==> config.mk <==
export PLATFORM = sky130hd
export DESIGN_NAME = wide_add_seq_flat
export DESIGN_NICKNAME = d
export VERILOG_FILES = /design/src/rtl/wide_add_pkg.sv /design/src/rtl/wide_add_seq_if.sv /design/src/rtl/adder_16bit.sv /design/src/rtl/wide_add_seq.sv /design/src/flat_wrapper.sv
export SDC_FILE = /design/constraint.sdc
export NUM_CORES = 1
export LEC_CHECK = 0
export CORE_MARGIN = 5
export CORE_UTILIZATION = 45
export CTS_BUF_LIST = sky130_fd_sc_hd__clkbuf_4 sky130_fd_sc_hd__clkbuf_8
export DETAILED_ROUTE_END_ITERATION = 12
export PLACE_DENSITY = 0.73
export SYNTH_ARGS = -nofsm -noshare
export SYNTH_HDL_FRONTEND = slang
export SYNTH_SLANG_ARGS = --single-unit
==> constraint.sdc <==
create_clock -name clk -period 6.4 [get_ports clk]
set_input_delay 0.64 -clock clk [delete_from_list [all_inputs] [get_ports clk]]
set_output_delay 0.64 -clock clk [all_outputs]
set_load 0.05 [all_outputs]
==> src/rtl/wide_add_pkg.sv <==
// -----------------------------------------------------------------------------
// wide_add_pkg
// Shared definitions for the word-serial wide adder.
//   WORD_W       : width of one datapath word (the shared 16-bit adder)
//   state_t      : controller state encoding (IDLE, ADD, DONE)
//   idx_width()  : width of a word index counter for a given word count
// -----------------------------------------------------------------------------
package wide_add_pkg;

    localparam int WORD_W = 16;

    typedef enum logic [1:0] {
        IDLE = 2'd0,
        ADD  = 2'd1,
        DONE = 2'd2
    } state_t;

    // A single-word operand would still need a one-bit counter to keep the
    // index vector non-empty, so the width never drops below 1.
    function automatic int idx_width(input int num_words);
        int w;
        w = $clog2(num_words);
        if (w < 1) begin
            w = 1;
        end
        return w;
    endfunction

endpackage : wide_add_pkg

==> src/rtl/wide_add_seq_if.sv <==
// -----------------------------------------------------------------------------
// wide_add_seq_if
// Request/response bundle between a requesting FSM (master) and the
// word-serial wide adder (slave).
//   start     : master -> slave, request; only honoured while the adder is idle
//   a_in      : master -> slave, operand A (W bits)
//   b_in      : master -> slave, operand B (W bits)
//   carry_in  : master -> slave, carry into word 0
//   busy      : slave -> master, operation in progress (ADD or DONE)
//   done      : slave -> master, one-cycle pulse, sum_out/overflow valid
//   sum_out   : slave -> master, result register (W bits)
//   overflow  : slave -> master, carry out of the most-significant word
// -----------------------------------------------------------------------------
interface wide_add_seq_if
    import wide_add_pkg::*;
#(
    parameter int NUM_WORDS = 4
) ();

    localparam int W = WORD_W * NUM_WORDS;

    logic         start;
    logic [W-1:0] a_in;
    logic [W-1:0] b_in;
    logic         carry_in;
    logic         busy;
    logic         done;
    logic [W-1:0] sum_out;
    logic         overflow;

    modport master (
        output start,
        output a_in,
        output b_in,
        output carry_in,
        input  busy,
        input  done,
        input  sum_out,
        input  overflow
    );

    modport slave (
        input  start,
        input  a_in,
        input  b_in,
        input  carry_in,
        output busy,
        output done,
        output sum_out,
        output overflow
    );

endinterface : wide_add_seq_if

==> src/rtl/adder_16bit.sv <==
// -----------------------------------------------------------------------------
// adder_16bit
// Plain 16-bit unsigned ripple adder with carry in and carry out.
//   a, b      : 16-bit addends
//   carry_in  : carry into bit 0
//   sum       : low 16 bits of a + b + carry_in
//   overflow  : bit 16 of a + b + carry_in
// -----------------------------------------------------------------------------
module adder_16bit (
    input  logic [15:0] a,
    input  logic [15:0] b,
    input  logic        carry_in,
    output logic [15:0] sum,
    output logic        overflow
);

    // Widen every term to 17 bits so the carry out lands in the top bit.
    logic [16:0] full_sum;

    assign full_sum = {1'b0, a} + {1'b0, b} + {16'd0, carry_in};
    assign sum      = full_sum[15:0];
    assign overflow = full_sum[16];

endmodule : adder_16bit

==> src/rtl/wide_add_seq.sv <==
// -----------------------------------------------------------------------------
// wide_add_seq
// Word-serial unsigned adder for NUM_WORDS*16-bit operands built around one
// shared adder_16bit. One word is added per clock, least-significant word
// first, with the inter-word carry held in a register.
//   clk   : rising-edge clock
//   rst   : synchronous active-high reset, wins over everything else
//   bus   : wide_add_seq_if slave port (start/a_in/b_in/carry_in in,
//           busy/done/sum_out/overflow out)
// Timing: start sampled in IDLE at E0, words computed at E1..EN, done high
// for the cycle between EN and EN+1, back in IDLE after EN+1.
// -----------------------------------------------------------------------------
module wide_add_seq
    import wide_add_pkg::*;
#(
    parameter int NUM_WORDS = 4
) (
    input  logic          clk,
    input  logic          rst,
    wide_add_seq_if.slave bus
);

    localparam int W     = WORD_W * NUM_WORDS;
    localparam int IDX_W = idx_width(NUM_WORDS);

    localparam logic [IDX_W-1:0] LAST_IDX = IDX_W'(NUM_WORDS - 1);

    // State register is kept as a plain vector; the constants take their
    // values from the shared enum so the encoding lives in one place.
    localparam logic [1:0] S_IDLE = IDLE;
    localparam logic [1:0] S_ADD  = ADD;
    localparam logic [1:0] S_DONE = DONE;

    logic [1:0]       state;
    logic [IDX_W-1:0] idx;
    logic [W-1:0]     a_reg;
    logic [W-1:0]     b_reg;
    logic             carry_reg;
    logic [W-1:0]     sum_reg;
    logic             overflow_reg;
    logic             busy_reg;
    logic             done_reg;

    logic [WORD_W-1:0] word_a;
    logic [WORD_W-1:0] word_b;
    logic [WORD_W-1:0] word_sum;
    logic              word_carry;

    // Word selection for the shared adder: the current index picks one slice
    // of each latched operand.
    always_comb begin
        word_a = a_reg[idx*WORD_W +: WORD_W];
        word_b = b_reg[idx*WORD_W +: WORD_W];
    end

    adder_16bit u_adder (
        .a        (word_a),
        .b        (word_b),
        .carry_in (carry_reg),
        .sum      (word_sum),
        .overflow (word_carry)
    );

    // Controller: operand capture, per-word accumulation and the
    // registered busy/done outputs. busy and done are assigned alongside each
    // state transition so they always reflect the state being entered.
    always_ff @(posedge clk) begin
        if (rst) begin
            state        <= S_IDLE;
            idx          <= '0;
            a_reg        <= '0;
            b_reg        <= '0;
            carry_reg    <= 1'b0;
            sum_reg      <= '0;
            overflow_reg <= 1'b0;
            busy_reg     <= 1'b0;
            done_reg     <= 1'b0;
        end else begin
            done_reg <= 1'b0;
            case (state)
                S_IDLE: begin
                    if (bus.start) begin
                        a_reg     <= bus.a_in;
                        b_reg     <= bus.b_in;
                        carry_reg <= bus.carry_in;
                        idx       <= '0;
                        state     <= S_ADD;
                        busy_reg  <= 1'b1;
                    end
                end
                S_ADD: begin
                    sum_reg[idx*WORD_W +: WORD_W] <= word_sum;
                    carry_reg <= word_carry;
                    // After the last word idx may wrap or step past the
                    // final word, but it is unused until the next capture
                    // reloads it.
                    idx       <= idx + 1'b1;
                    if (idx == LAST_IDX) begin
                        overflow_reg <= word_carry;
                        state        <= S_DONE;
                        done_reg     <= 1'b1;
                    end
                end
                S_DONE: begin
                    state    <= S_IDLE;
                    busy_reg <= 1'b0;
                end
                default: begin
                    state    <= S_IDLE;
                    busy_reg <= 1'b0;
                end
            endcase
        end
    end

    assign bus.busy     = busy_reg;
    assign bus.done     = done_reg;
    assign bus.sum_out  = sum_reg;
    assign bus.overflow = overflow_reg;

endmodule : wide_add_seq

==> src/flat_wrapper.sv <==
// flat-port wrapper written by rule: the top's interface ports become plain ports
module wide_add_seq_flat import wide_add_pkg::*;
#(
    parameter int NUM_WORDS = 4
)
  (clk, rst, bus_start, bus_a_in, bus_b_in, bus_carry_in, bus_busy, bus_done, bus_sum_out, bus_overflow);
  wide_add_seq_if #(.NUM_WORDS(NUM_WORDS)) bus_i ();
  input  logic clk;
  input  logic rst;
  input wire logic [$bits(bus_i.start)-1:0] bus_start;
  input wire logic [$bits(bus_i.a_in)-1:0] bus_a_in;
  input wire logic [$bits(bus_i.b_in)-1:0] bus_b_in;
  input wire logic [$bits(bus_i.carry_in)-1:0] bus_carry_in;
  output wire logic [$bits(bus_i.busy)-1:0] bus_busy;
  output wire logic [$bits(bus_i.done)-1:0] bus_done;
  output wire logic [$bits(bus_i.sum_out)-1:0] bus_sum_out;
  output wire logic [$bits(bus_i.overflow)-1:0] bus_overflow;
  assign bus_i.start = bus_start;
  assign bus_i.a_in = bus_a_in;
  assign bus_i.b_in = bus_b_in;
  assign bus_i.carry_in = bus_carry_in;
  assign bus_busy = bus_i.busy;
  assign bus_done = bus_i.done;
  assign bus_sum_out = bus_i.sum_out;
  assign bus_overflow = bus_i.overflow;
  wide_add_seq #(.NUM_WORDS(NUM_WORDS)) u_core (.clk(clk), .rst(rst), .bus(bus_i));
endmodule
==> results.py, run 1 <==
metrics = {
    "outcome": {
        "status": "complete, no violations",
    },
    "routing": {
        "drt-total-wl_microns": 24400,
        "route.detailed.drc": 0,
        "antenna_left": 0,
        "routedWlPerCell_microns": 16.9,
        "first_pass_iters": 5,
        "avgViaCountPerCell": 5.42,
        "drt_iter0_markers": 776,
        "vias": 7788,
    },
    "power": {
        "power_density_nw_per_um2": 231,
        "finalPower_uw": 2600,
        "ir_drop_mv": 0.122,
        "leakagePower_uw": 0.00404,
    },
    "cts": {
        "ctsResizeCount": 0,
        "clock_path_buffers": 2,
        "cts-root-buf": "clkbuf_8",
        "clk_latency_ns": 0.47,
        "tritoncts": "yes",
        "cts_hold_buf": 0,
        "clkSlewWorstSetupHoldPaths_ns": 0.09,
        "cts_num_sinks": 200,
        "htree_levels": 4,
        "cts_made_buffers": 17,
        "post-cts-setup-buffer-count": 0,
    },
    "synth": {
        "syn-num-nets": 1167,
        "yosysSeqAreaShare": 0.459,
        "synth_ff_type": "dfxtp_1",
        "ys_warn_count": 0,
        "synth_edf_count": 0,
        "yosysUniqueCellTypes": 54,
        "synth.area.top_cells": "dfxtp_1 46%, nand2_1 12%, a21oi_1 8.8%, mux4_2 8.3%, a22oi_1 3.5%",
        "netlist.area_leader.share": 0.459,
        "syn_inst": 1012,
        "ys_seq_elements": 200,
        "async_flop_share": 0,
        "netlist.top_cell.by_area": "dfxtp_1",
        "syn-mean-instance-area_sq_um": 8.62,
        "post_synth_instance_area_sq_um": 8730,
    },
    "layout": {
        "most-common-layout-cells": "279 x nand2_1, 198 x dfxtp_1, 197 x clkdlybuf4s50_1, 153 x a21oi_1, 56 x nor2_1",
        "diodes": 0,
        "drive_gt1_frac": 0.0750,
        "n_fill_cell": 1723,
        "final_common_cell": "nand2_1",
        "areaGrowthSynthToFinish_pct": 28.9,
        "layout.cells.non_filler": 1438,
        "final_util": 0.584,
        "fin_nets": 1315,
    },
    "sta": {
        "setup_tns_ns": 0,
        "final_hold_viol_count": 0,
        "rsz0062_at_grt": "false",
        "final.setup_skew_ns": 0.0132,
        "final.min_clock_period_ns": 4.08,
        "finalMaxSlewViolations": 0,
        "setup_viol": 0,
        "slew_headroom": 0.321,
        "hold_ws_ns": 0.455,
        "tightest_slew_ns": 1.02,
        "fin_crit_sh": 0.637,
        "fmax_ghz": 0.245,
    },
    "floorplanning": {
        "io-pin-count": 199,
        "chipWidth_microns": 149,
        "num_rows": 51,
        "die_y_microns": 149,
        "core_sq_um": 19300,
        "start_util": 0.453,
        "dieArea_sq_um": 22300,
    },
    "place": {
        "dp.cells": 1406,
        "dpl.hpwl_microns": 17500,
        "portBuffers": 198,
        "gp_congestion": 0.813,
    },
    "worst_setup_path": {
        "timing.rr.start": "u_core.idx[0]",
        "critPathKind": "flip-flop to flip-flop",
        "critical_path_arrival_ns": 4.48,
        "crit_path_start": "u_core.idx[0]",
        "worst_setup_path_end_kind": "flip-flop",
        "path_max_fanout": 22,
        "crit_path_start_kind": "flip-flop",
        "required_ns": 6.80,
        "regToRegSetupSlack_ns": 2.32,
    },
    "job": {
        "maxCapViolCount": 0,
    },
    "global_route": {
        "grt_pass1_vias": 7207,
        "grt_pass1_wl_microns": 37600,
        "antenna_found_initial": 0,
        "grt.total_usage": 0.213,
        "grt_max_degree": 136,
        "grt-ovfl-total": 0,
    },
    "hold_path": {
        "hold_start": "u_core.b_reg[54]",
        "min-delay-path-class": "flip-flop to flip-flop",
    },
}
through the flow:
| stage | setup slack, ns | instance area (sq um) |
|---|---|---|
| floorplan | 2.48 | 8730 |
| global placement | 2.43 | 10800 |
| detailed placement | 2.36 | 10800 |
| CTS | 2.33 | 11200 |
| global route | 2.05 | 11200 |
| finish | 2.32 | 11200 |
worst paths after layout:
kind / end / depth (start not counted)
max: u_core.bus.sum_out[45] / 9
min: u_core.b_reg[54] / 2
max reg2reg: u_core.bus.sum_out[45] / 9
min reg2reg: u_core.b_reg[54] / 2
Yosys cell counts (2+ instances only):
| cell | count |
|---|---|
| a21boi_0 | 3 |
| a21o_1 | 3 |
| a21oi_1 | 153 |
| a221o_1 | 4 |
| a22oi_1 | 41 |
| buf_2 | 5 |
| clkbuf_1 | 69 |
| dfxtp_1 | 200 |
| fa_1 | 2 |
| ha_1 | 21 |
| inv_1 | 7 |
| mux2i_1 | 2 |
| mux4_2 | 32 |
| nand2_1 | 279 |
| nand2_2 | 2 |
| nand2b_1 | 7 |
| nand3_1 | 18 |
| nand3b_1 | 17 |
| nor2_1 | 56 |
| nor2b_1 | 7 |
| nor3_1 | 10 |
| nor3b_1 | 2 |
| nor4_1 | 5 |
| nor4b_2 | 2 |
| o211ai_1 | 4 |
| o21ai_0 | 12 |
| o21bai_1 | 2 |
| o311ai_0 | 8 |
| or3_1 | 2 |
| or4_1 | 9 |
| xnor2_1 | 4 |
| xor2_1 | 2 |
power breakdown:
part	internal, uW	total, uW	switching [uW]
sequential	1300	1340	37.5
combinational	185	420	235
clock	406	845	438
worst max-delay path, cell delays in order (launching register included):
cell and delay, ns:
dfxtp_2 0.79, buf_4 0.47, mux4_2 0.57, ha_1 0.49, nand2_1 0.18, o21ai_0 0.36, mux2_2 0.39, nor4_2 0.50
a22oi_1 0.13, nor2_1 0.12
area by class of cell:
class | count | area, sq um | share of cell area
repair buffers | 206 | 2040 | 0.182
well taps | 265 | 332 | 0.0295
inverters | 7 | 26.3 | 0.00234
clock buffers | 23 | 310 | 0.0276
multi-input cells | 728 | 4420 | 0.393
clock inverters | 9 | 111 | 0.00990
flip-flops and latches | 200 | 4010 | 0.356
layer usage:
layer / GRT usage / vias up / wire length, microns
li1: - / 3816 / -
met3: 0.0428 / 38 / 1750
met2: 0.325 / 274 / 11100
met4: 0.0824 / 0 / 604
met1: 0.300 / 3660 / 11000
met5: 0 / - / 0
cell families (layout without fill, tap and decap cells):
kind of cell               Yosys count  in the layout  synth area share
buffers and inverters               84            245            0.0374
DFF                                200            200             0.459
muxes                               35             35            0.0862
AOI/OAI and AO/OA                  242            242             0.167
adders and majority gates           23             23            0.0347
and+or+nand+nor                    422            422             0.210
xor gates and xnor gates             6              6           0.00602
Note: power is estimated with default switching activity, not from simulation.
==> run 2, diff against run 1 <==
==> constraint.sdc (replaced) <==
create_clock -name clk -period 3.9 [get_ports clk]
set_input_delay 0.39 -clock clk [delete_from_list [all_inputs] [get_ports clk]]
set_output_delay 0.39 -clock clk [all_outputs]
set_load 0.05 [all_outputs]
==> results.py, run 2 (synthesized netlist as in run 1, its figures left out) <==
metrics = {
    "layout": {
        "n_fill_cell": 1739,
        "most-common-layout-cells": "279 x nand2_1, 198 x dfxtp_1, 197 x clkdlybuf4s50_1, 153 x a21oi_1, 56 x nor2_1",
        "final_util": 0.587,
        "fin_nets": 1320,
        "final_common_cell": "nand2_1",
        "areaGrowthSynthToFinish_pct": 29.7,
        "diodes": 0,
        "drive_gt1_frac": 0.0789,
    },
    "worst_setup_path": {
        "crit_chain": "buf_12 -> mux4_2 -> ha_1 -> nand2_1 -> o21ai_0 -> mux2_2 -> nor4_2 -> a22oi_1 -> nor2_1",
        "slowest_delay_ns": 0.53,
        "worst_setup_path_end_kind": "flip-flop",
        "critPathKind": "flip-flop to flip-flop",
        "critPathBufInv": 1,
        "critical_path.slowest_cell": "mux4_2",
        "path_max_fanout": 27,
        "crit_family": "multiplexers",
        "critical_path_arrival_ns": 3.93,
        "required_ns": 4.29,
        "crit_path_start_kind": "flip-flop",
    },
    "power": {
        "ir_drop_mv": 0.218,
        "finalPower_uw": 4240,
        "leakagePower_uw": 0.00407,
        "power_density_nw_per_um2": 375,
    },
    "cts": {
        "clock_path_buffers": 2,
        "tritoncts": "yes",
        "cts_made_buffers": 17,
        "htree_levels": 4,
        "clkSlewWorstSetupHoldPaths_ns": 0.09,
        "clk_latency_ns": 0.47,
        "ctsResizeCount": 0,
        "cts-root-buf": "clkbuf_8",
        "cts_hold_buf": 0,
        "cts_num_sinks": 200,
        "post-cts-setup-buffer-count": 0,
    },
    "sta": {
        "hold_ws_ns": 0.456,
        "slew_headroom": 0.398,
        "tightest_slew_ns": 0.903,
        "timing.final.ws_setup_ns": 0.362,
        "setup_viol": 0,
        "final_hold_viol_count": 0,
        "finalMaxSlewViolations": 0,
        "fmax_ghz": 0.283,
        "final.setup_skew_ns": 0.0182,
        "fin_crit_sh": 0.907,
        "rsz0062_at_grt": "false",
        "setup_tns_ns": 0,
        "final.min_clock_period_ns": 3.54,
    },
    "routing": {
        "route.detailed.drc": 0,
        "vias": 7840,
        "drt_iter0_markers": 883,
        "avgViaCountPerCell": 5.43,
        "drt-total-wl_microns": 24800,
        "first_pass_iters": 5,
        "routedWlPerCell_microns": 17.2,
        "antenna_left": 0,
    },
    "hold_path": {
        "min-delay-path-class": "flip-flop to flip-flop",
    },
    "global_route": {
        "grt_pass1_vias": 7166,
        "grt_pass1_wl_microns": 38700,
        "use_met2": 0.328,
        "use_met3": 0.0486,
        "grt.total_usage": 0.219,
        "top_usage_layer": "met2",
        "grt_max_degree": 132,
        "grt-ovfl-total": 0,
        "antenna_found_initial": 0,
        "met1_usage": 0.321,
    },
    "floorplanning": {
        "dieArea_sq_um": 22300,
        "start_util": 0.453,
        "io-pin-count": 199,
        "die_y_microns": 149,
        "chipWidth_microns": 149,
        "num_rows": 51,
        "core_sq_um": 19300,
    },
    "job": {
        "maxCapViolCount": 0,
    },
    "place": {
        "gp_congestion": 0.859,
        "pre_cts_slack_ns": 0.405,
        "dpl.hpwl_microns": 17800,
        "portBuffers": 198,
    },
    "outcome": {
        "status": "complete, no violations",
    },
}
==> run 2: power breakdown <==
part           switching (uW)  internal (uW)
Sequential               52.3           2130
Combinational             399            314
Clock                     735            610
==> run 2: metrics by stage <==
stage	instances	cell area (sq um)
2_1_floorplan	1012	8730
3_3_place_gp	1411	10900
3_5_place_dp	1411	10900
4_1_cts	1443	11300
5_1_grt	1443	11300
6_report	1443	11300
==> run 2: area by class of cell <==
| class | instances | area (sq um) | area share |
|---|---|---|---|
| multi-input cells | 728 | 4410 | 0.389 |
| inverters | 7 | 26.3 | 0.00232 |
| flip-flops and latches | 200 | 4010 | 0.354 |
| clock inverters | 13 | 143 | 0.0126 |
| clock buffers | 19 | 262 | 0.0231 |
| repair buffers | 211 | 2140 | 0.189 |
| well taps | 265 | 332 | 0.0293 |
==> run 2: worst paths after layout <==
kind                                          endpoint  cells after the start  slack (ns)             start
worst min register to register        u_core.b_reg[26]                      2        0.46  u_core.b_reg[26]
worst max register to register  u_core.bus.sum_out[29]                      9        0.36     u_core.idx[0]
worst min-delay path                  u_core.b_reg[26]                      2        0.46  u_core.b_reg[26]
worst max-delay path            u_core.bus.sum_out[29]                      9        0.36     u_core.idx[0]
==> run 2: worst reg2reg max path: stages, from the launching register on <==
cell     delay [ns]
dfxtp_2        0.47
buf_12         0.26
mux4_2         0.55
ha_1           0.49
nand2_1        0.19
o21ai_0        0.37
mux2_2         0.39
nor4_2         0.50
a22oi_1        0.14
nor2_1         0.11
==> run 2: routing by layer <==
metal / part of all wire / vias up
li1: - / 3832
met1: 0.46 / 3678
met2: 0.45 / 301
met3: 0.080 / 29
met4: 0.015 / 0
met5: 0 / -
==> run 3, diff against run 2 <==
--- a/config.mk
+++ b/config.mk
@@ -9,6 +9,7 @@
 export CORE_UTILIZATION = 45
 export CTS_BUF_LIST = sky130_fd_sc_hd__clkbuf_4 sky130_fd_sc_hd__clkbuf_8
 export DETAILED_ROUTE_END_ITERATION = 12
+export GPL_TIMING_DRIVEN = 0
 export PLACE_DENSITY = 0.73
 export SYNTH_ARGS = -nofsm -noshare
 export SYNTH_HDL_FRONTEND = slang
==> results.py, run 3 (synthesized netlist as in run 1, its figures left out) <==
metrics = {
    "outcome": {
        "status": "complete, no violations",
    },
    "hold_path": {
        "min-delay-path-class": "input port to flip-flop",
        "hold_start": "bus_a_in[7]",
        "min_to": "u_core.a_reg[7]",
        "hold_depth": 3,
    },
    "cts": {
        "clkSlewWorstSetupHoldPaths_ns": 0.11,
        "htree_levels": 4,
        "cts_hold_buf": 0,
        "tritoncts": "yes",
        "cts-root-buf": "clkbuf_8",
        "cts_made_buffers": 17,
        "clk_latency_ns": 0.49,
        "clock_path_buffers": 2,
        "cts_num_sinks": 200,
    },
    "floorplanning": {
        "chipWidth_microns": 149,
        "dieArea_sq_um": 22300,
        "die_y_microns": 149,
        "num_rows": 51,
        "start_util": 0.453,
        "io-pin-count": 199,
        "core_sq_um": 19300,
    },
    "routing": {
        "avgViaCountPerCell": 5.51,
        "drt_iter0_markers": 691,
        "first_pass_iters": 6,
        "routedWlPerCell_microns": 18.7,
        "route.detailed.drc": 0,
        "drt-total-wl_microns": 28200,
        "antenna_left": 0,
        "vias": 8305,
    },
    "worst_setup_path": {
        "worst_setup_path_end_kind": "flip-flop",
        "worst_r2r_path_depth": 11,
        "required_ns": 4.33,
        "regToRegSetupSlack_ns": 0.15,
        "path_max_fanout": 10,
        "crit_path_start_kind": "flip-flop",
        "critical_path_arrival_ns": 4.18,
        "critPathKind": "flip-flop to flip-flop",
        "r2r-end": "u_core.bus.sum_out[30]",
        "timing.rr.start": "u_core.idx[0]",
    },
    "global_route": {
        "grt_pass1_vias": 8183,
        "use_met2": 0.416,
        "grt.total_usage": 0.254,
        "antenna_found_initial": 0,
        "top_usage_layer": "met2",
        "use_met3": 0.0517,
        "met1_usage": 0.336,
        "grt-ovfl-total": 0,
        "grt_pass1_wl_microns": 43700,
        "grt_max_degree": 19,
    },
    "place": {
        "portBuffers": 198,
        "dp.cells": 1475,
        "placed_area_sq_um": 11000,
        "dpl.hpwl_microns": 21700,
        "gp_congestion": 0.915,
    },
    "sta": {
        "final.min_clock_period_ns": 3.75,
        "tightest_slew_ns": 0.920,
        "finalMaxSlewViolations": 0,
        "setup_viol": 0,
        "fin_crit_sh": 0.961,
        "setup_tns_ns": 0,
        "rsz0062_at_grt": "false",
        "final_hold_viol_count": 0,
        "fmax_ghz": 0.267,
        "slew_headroom": 0.380,
        "hold_ws_ns": 0.432,
        "final.setup_skew_ns": 0.0183,
    },
    "layout": {
        "fin_nets": 1385,
        "areaGrowthSynthToFinish_pct": 31.7,
        "layout.cells.non_filler": 1508,
        "final-seq-area_sq_um": 4010,
        "final_common_cell": "nand2_1",
        "most-common-layout-cells": "279 x nand2_1, 199 x dfxtp_1, 198 x clkdlybuf4s50_1, 153 x a21oi_1, 64 x clkbuf_1",
        "n_fill_cell": 1750,
        "design_area_sq_um": 11500,
        "drive_gt1_frac": 0.0732,
        "diodes": 0,
        "final_util": 0.596,
        "multi_input_area_sq_um": 4420,
    },
    "job": {
        "maxCapViolCount": 0,
    },
    "power": {
        "ir_drop_mv": 0.214,
        "power_density_nw_per_um2": 371,
        "leakagePower_uw": 0.00412,
    },
}
[run 3: worst max-delay path by stage]
stage | startpoint | to | slack, ns | cells past startpoint
finish | u_core.idx[0] | u_core.bus.sum_out[30] | 0.15 | 11
global route | u_core.idx[0] | u_core.bus.sum_out[46] | 0.04 | 11
CTS | u_core.idx[1] | u_core.bus.sum_out[30] | -0.006 | 11
detailed placement | u_core.idx[0] | u_core.bus.sum_out[30] | -0.44 | 11
global placement | u_core.idx[0] | u_core.bus.sum_out[30] | -0.39 | 11
floorplan | u_core.idx[0] | u_core.bus.sum_out[30] | 0.07 | 11
[run 3: layout make-up]
cell class,count,share of cell area
buffer,77,0.0294
clock buffer,17,0.0204
clock inverter,15,0.0126
inverter,7,0.00229
multi-input combinational,728,0.385
sequential,200,0.348
tap,265,0.0288
timing repair buffer,199,0.173
[run 3: worst max-delay path, cell delays in order, from the launching register on]
cell      delay (ns)
dfxtp_2         0.38
clkbuf_8        0.20
buf_12          0.17
mux4_2          0.58
fa_2            0.39
fa_1            0.41
a21o_1          0.21
a311o_2         0.43
a21oi_4         0.19
nor4b_2         0.12
or4_1           0.52
nand3_1         0.09
[run 3: metrics by stage]
stage / worst slack [ns] / power, uW
2_1_floorplan: 0.0729 / 2640
3_3_place_gp: -0.391 / 2960
3_5_place_dp: -0.444 / 2970
4_1_cts: -0.00627 / 4230
5_1_grt: 0.0447 / 4420
6_report: 0.150 / 4260
[run 3: per-layer routing]
| metal | vias to the layer above | share of wire |
|---|---|---|
| met5 | - | 0 |
| met4 | 0 | 0.028 |
| met3 | 43 | 0.083 |
| met2 | 386 | 0.47 |
| met1 | 3918 | 0.42 |
| li1 | 3958 | - |
[run 3: report_power, final]
part	leakage [uW]	switching, uW	internal (uW)
registers	0.00163	49.6	2130
logic	0.00229	442	322
clock network	0.000194	793	520
total	0.00412	1280	2970
[run 3: repair_timing]
action                                  CTS  global route
endpoints found under the setup margin   31            22
cloned                                    0             0
pin swaps                                 0             1
setup buffers                             0             1
gates resized for setup                  10            12
